$ cat src/rtl/logic_unit_pipe.sv
// WIDTH-bit bitwise logic unit with a registered 2-entry result FIFO,
// result flags and a wrap-around count of delivered results.
module logic_unit_pipe #(
    parameter int WIDTH = 8,
    parameter int CNT_W = 8
) (
    input  logic             clk,
    input  logic             rst_n,
    input  logic             in_valid,
    output logic             in_ready,
    input  logic [WIDTH-1:0] A,
    input  logic [WIDTH-1:0] B,
    input  logic [2:0]       op,
    output logic             out_valid,
    input  logic             out_ready,
    output logic [WIDTH-1:0] Y,
    output logic             y_zero,
    output logic             y_ones,
    output logic             y_parity,
    output logic [CNT_W-1:0] txn_count
);

    typedef enum logic [2:0] {
        OP_AND  = 3'b000,
        OP_OR   = 3'b001,
        OP_XOR  = 3'b010,
        OP_NAND = 3'b011,
        OP_NOR  = 3'b100,
        OP_XNOR = 3'b101,
        OP_NOTA = 3'b110,
        OP_PASA = 3'b111
    } op_e;

    // Handshake rule on both ports: a transfer happens on a rising edge where
    // valid && ready; valid never depends on ready, and in_ready is a pure
    // register so out_ready has no combinational path to the input side.

    logic [WIDTH-1:0] slot_q [2];
    logic             wr_ptr_q, wr_ptr_d;
    logic             rd_ptr_q, rd_ptr_d;
    logic [1:0]       count_q, count_d;
    logic             in_ready_q, in_ready_d;
    logic [CNT_W-1:0] txn_q, txn_d;

    logic [WIDTH-1:0] result;
    logic             push;
    logic             pop;

    function automatic logic [WIDTH-1:0] logic_op(
        input logic [WIDTH-1:0] a,
        input logic [WIDTH-1:0] b,
        input op_e              sel
    );
        logic [WIDTH-1:0] r;
        r = '0;
        case (sel)
            OP_AND:  r = a & b;
            OP_OR:   r = a | b;
            OP_XOR:  r = a ^ b;
            OP_NAND: r = ~(a & b);
            OP_NOR:  r = ~(a | b);
            OP_XNOR: r = ~(a ^ b);
            OP_NOTA: r = ~a;
            OP_PASA: r = a;
            default: r = '0;
        endcase
        return r;
    endfunction

    assign result = logic_op(A, B, op_e'(op));
    assign push   = in_valid && in_ready_q;
    assign pop    = (count_q != 2'd0) && out_ready;

    always_comb begin
        count_d    = count_q;
        wr_ptr_d   = wr_ptr_q;
        rd_ptr_d   = rd_ptr_q;
        txn_d      = txn_q;
        case ({push, pop})
            2'b10:   count_d = count_q + 2'd1;
            2'b01:   count_d = count_q - 2'd1;
            default: count_d = count_q;
        endcase
        if (push) begin
            wr_ptr_d = ~wr_ptr_q;
        end
        if (pop) begin
            rd_ptr_d = ~rd_ptr_q;
            txn_d    = txn_q + CNT_W'(1);
        end
        in_ready_d = (count_d != 2'd2);
    end

    always_ff @(posedge clk or negedge rst_n) begin
        if (!rst_n) begin
            slot_q[0]  <= '0;
            slot_q[1]  <= '0;
            wr_ptr_q   <= 1'b0;
            rd_ptr_q   <= 1'b0;
            count_q    <= 2'd0;
            in_ready_q <= 1'b1;
            txn_q      <= '0;
        end else begin
            if (push) begin
                slot_q[wr_ptr_q] <= result;
            end
            wr_ptr_q   <= wr_ptr_d;
            rd_ptr_q   <= rd_ptr_d;
            count_q    <= count_d;
            in_ready_q <= in_ready_d;
            txn_q      <= txn_d;
        end
    end

    // An empty buffer presents zero so the flags describe a defined value.
    assign in_ready  = in_ready_q;
    assign out_valid = (count_q != 2'd0);
    assign Y         = out_valid ? slot_q[rd_ptr_q] : '0;
    assign y_zero    = (Y == '0);
    assign y_ones    = (Y == '1);
    assign y_parity  = ^Y;
    assign txn_count = txn_q;

endmodule

$ cat config.mk
export PLATFORM = sky130hd
export DESIGN_NAME = logic_unit_pipe
export DESIGN_NICKNAME = d
export VERILOG_FILES = /design/src/rtl/logic_unit_pipe.sv
export SDC_FILE = /design/constraint.sdc
export NUM_CORES = 1
export LEC_CHECK = 0
export BUFFER_PORTS_ARGS = -buffer_cell sky130_fd_sc_hd__clkbuf_2
export CAP_MARGIN = 25
export CELL_PAD_IN_SITES_DETAIL_PLACEMENT = 2
export CELL_PAD_IN_SITES_GLOBAL_PLACEMENT = 2
export CORE_MARGIN = 10
export CORE_UTILIZATION = 34
export DETAILED_ROUTE_END_ITERATION = 16
export HOLD_SLACK_MARGIN = 0.03
export PLACE_DENSITY = 0.91
export SYNTH_ARGS = -nofsm -noshare
export SYNTH_HDL_FRONTEND = slang
export SYNTH_SLANG_ARGS = --single-unit
$ cat constraint.sdc
create_clock -name clk -period 2.42 [get_ports clk]
set_input_delay 0.363 -clock clk [delete_from_list [all_inputs] [get_ports clk]]
set_output_delay 0.363 -clock clk [all_outputs]
set_load 0.01 [all_outputs]
==> flow_summary.json <==
{
  "hold_class": "in2async",
  "post-route-period-util_pct": 97.5,
  "synth_edf_count": 0,
  "cp-end-kind": "primary output",
  "power_frac_comb_pct": 60.5,
  "clock_latency_ns": 0.29,
  "core_area_um2": 6760,
  "io_buffers": 43,
  "cts.htree.levels": 2,
  "synth-adder-area-share_pct": 13.8,
  "outcome": "finished clean",
  "die_x_um": 103,
  "hold_viol_final": 0,
  "cts_buffers": 5,
  "synth_area_um2": 2360,
  "clockBufferDepth": 2,
  "ys.flop_type": "dfrtp_1",
  "drt_iter0_markers": 62,
  "syn_inst": 262,
  "wl_um": 6670,
  "track_usage_pct": 12.9,
  "vias_per_cell": 5.19,
  "period_minus_slack_ns": 2.36,
  "postCtsHoldBufs": 0,
  "syn_to_final_growth_pct": 18.2,
  "dieArea_um2": 10700,
  "power_density_nw_per_um2": 1200,
  "clockPowerShare_pct": 12.8,
  "ys_types": 48,
  "grt_pass1_wl_um": 11000,
  "grt_start_max_net_pins": 34,
  "relSlewSlack_pct": 49.2,
  "max_stage_delay_ns": 0.40,
  "synth_nets": 311,
  "synth_seq_cells": 29,
  "fp.dieH_um": 103,
  "worstMarginPinSlew_ns": 0.762,
  "crit_required_ns": 2.06,
  "p_leak_nw": 1.38,
  "clock-sinks": 29,
  "overflow": 0,
  "synth_compound_gate_area_share_pct": 14.1,
  "ys_warn_count": 0,
  "seqPwrFrac_pct": 26.7,
  "maxCapViolations": 0,
  "fmax_ghz": 0.424,
  "p_sw_share_pct": 44.3,
  "synth-async-reset-ratio_pct": 100,
  "nFillCells": 776,
  "start_util_pct": 34.9,
  "p_sw_w": 0.00148,
  "synth_xor_area_share_pct": 5.94,
  "synth_seq_area_share_pct": 30.8,
  "critPathSlowestCell": "dfrtp_2",
  "crit_path_max_fanout": 5,
  "critPathKind": "reg2out",
  "grt_pass1_vias": 2233,
  "layout_commonest_cell": "clkbuf_2",
  "drive_gt1_share_pct": 29.1,
  "gp_routability_congestion": 0.743,
  "vias": 1984,
  "synthMuxAreaShare_pct": 5.20,
  "routedWlPerCell_um": 17.5,
  "crit_path_cell_trace": "buf_12 > mux2_2 > nand2_2 > ha_4 > xnor2_2 > xnor2_1 > buf_2",
  "n_antenna_cell": 0,
  "dpl.hpwl_um": 5090,
  "stdcell_area_um2": 2790,
  "slew_viol_final": 0,
  "drc": 0,
  "final_util_pct": 41.3,
  "p_int_w": 0.00187,
  "arrival_ns": 2.00,
  "synth_top_family_by_area": "simple AND/OR/NAND/NOR gates",
  "synth_area_per_cell_um2": 9.00,
  "cts_tree": "yes",
  "io_pins": 44,
  "cp_top_family": "flip-flops",
  "setup-tns-final_ns": 0,
  "place_area_um2": 2570,
  "vdd_drop_max_mv": 0.482,
  "grt_antenna_before_repair": 0,
  "setup_viol": 0,
  "path_buf_inv": 2,
  "finClkSkew_ns": 0.00279,
  "root_buffer": "clkbuf_8",
  "final_cell_mix": "clkbuf_2 (42), dfrtp_1 (27), nand2_1 (26)",
  "fin_ws_ns": 0.0597,
  "placementRows": 30,
  "synth-simple-area-share_pct": 21.5,
  "drt_pass1_iterations": 3,
  "ant_nets": 0,
  "crit_path_start_kind": "flop",
  "place_ws_ns": 0.166,
  "clk_pin_slew_ns": 0.07,
  "fin_nets": 350
}
==> registers in the layout, indices dropped and copies added (netlist names) <==
signal     cells
count_q        2
in_ready       1
rd_ptr_q       1
slot_q        16
txn_count      8
wr_ptr_q       1
==> worst register-to-register path: cells and delay by family, from the launching register on <==
| kind | cells | cell delay, ns |
|---|---|---|
| AO/OA/AOI/OAI | 1 | 0.36 |
| AND/OR/NAND/NOR | 2 | 0.25 |
| buffers and inverters | 1 | 0.17 |
| adder cells (fa/ha/maj) | 1 | 0.36 |
| flip-flops | 1 | 0.42 |
| XOR/XNOR | 1 | 0.24 |
==> cell usage after synthesis (2+ instances only) <==
master    instances  area, um^2
a21boi_0          2        15.0
a31oi_1           4        25.0
xnor2_1          10        87.6
nand2_1          33         124
nor2b_1           2        12.5
nor2_1           14        52.6
nand3b_1          2        15.0
and4_1            2        17.5
nand2b_1         20         125
nand3_1           4        20.0
a211oi_1          6        45.0
nor3b_1           3        22.5
o31ai_1          16         120
buf_2             3        15.0
o21ai_0           3        15.0
buf_4             3        22.5
or2_2             2        12.5
inv_1            25        93.8
ha_1             26         325
mux2_2           10         113
a21oi_1           5        25.0
xor2_1            6        52.6
dfrtp_1          28         701
nor4_1            2        12.5
clkbuf_1          3        11.3
buf_6             3        33.8
nor3_1            4        20.0
==> routing by layer <==
metal  global-route usage, %  routed length [um]  up-vias
met2                    22.0                3220       43
met1                    15.4                2930      965
met4                    4.17                  96        0
met3                    3.26                 416        7
met5                       0                   0        -
li1                        -                   -      969
==> through the flow <==
stage / power, W / std cells / hold slack [ns]
finish: 0.00335 / 382 / 0.132
detailed placement: 0.00257 / 371 / 0.463
floorplan: 0.00193 / 262 / 0.0674
global placement: 0.00242 / 371 / 0.442
global route: 0.00367 / 382 / 0.164
CTS: 0.00308 / 381 / 0.156
==> layout make-up <==
class	count	area [um^2]	area share (%)
clock buffer	6	82.6	2.96
clock inverter	2	13.8	0.493
inverter	26	97.6	3.50
multi-input combinational	193	1510	54.2
sequential	29	728	26.1
tap	80	100	3.59
timing repair buffer	46	254	9.11
==> cells by family (layout without fill, tap and decap cells) <==
logic type	Yosys count	after routing
muxes	11	11
and+or+nand+nor	96	96
DFF	29	29
AOI/OAI and AO/OA	44	44
xor gates and xnor gates	16	16
buffers and inverters	40	80
adders and majority gates	26	26
==> timing repair <==
action | 4_1_cts | 5_1_grt
resized for setup | 2 | 16
pin swaps | 0 | 2
endpoints found under the setup margin | 1 | 1
setup buffers | 2 | 1
==> power groups by stage <==
stage          Sequential, W  Clock, W  Combinational, W
2_1_floorplan       0.000861         0           0.00107
3_3_place_gp        0.000907         0           0.00151
4_1_cts             0.000895  0.000444           0.00174
6_report            0.000894  0.000430           0.00203
3_5_place_dp        0.000924         0           0.00165
5_1_grt             0.000932  0.000477           0.00226
==> path summary, 6_finish.rpt <==
path                         startpoint      endpoint  slack (ns)  cells after the start
hold / removal                    rst_n  txn_count[3]        0.13                      1
setup reg to reg             count_q[0]      in_ready        0.54                      6
min in group clk               in_valid      wr_ptr_q        0.41                      4
max in group asynchronous         rst_n      rd_ptr_q        1.76                      1
hold reg to reg            txn_count[7]  txn_count[7]        0.47                      1
setup / recovery               rd_ptr_q      y_parity        0.06                      7
No activity file was read; power rests on OpenSTA's default activity.
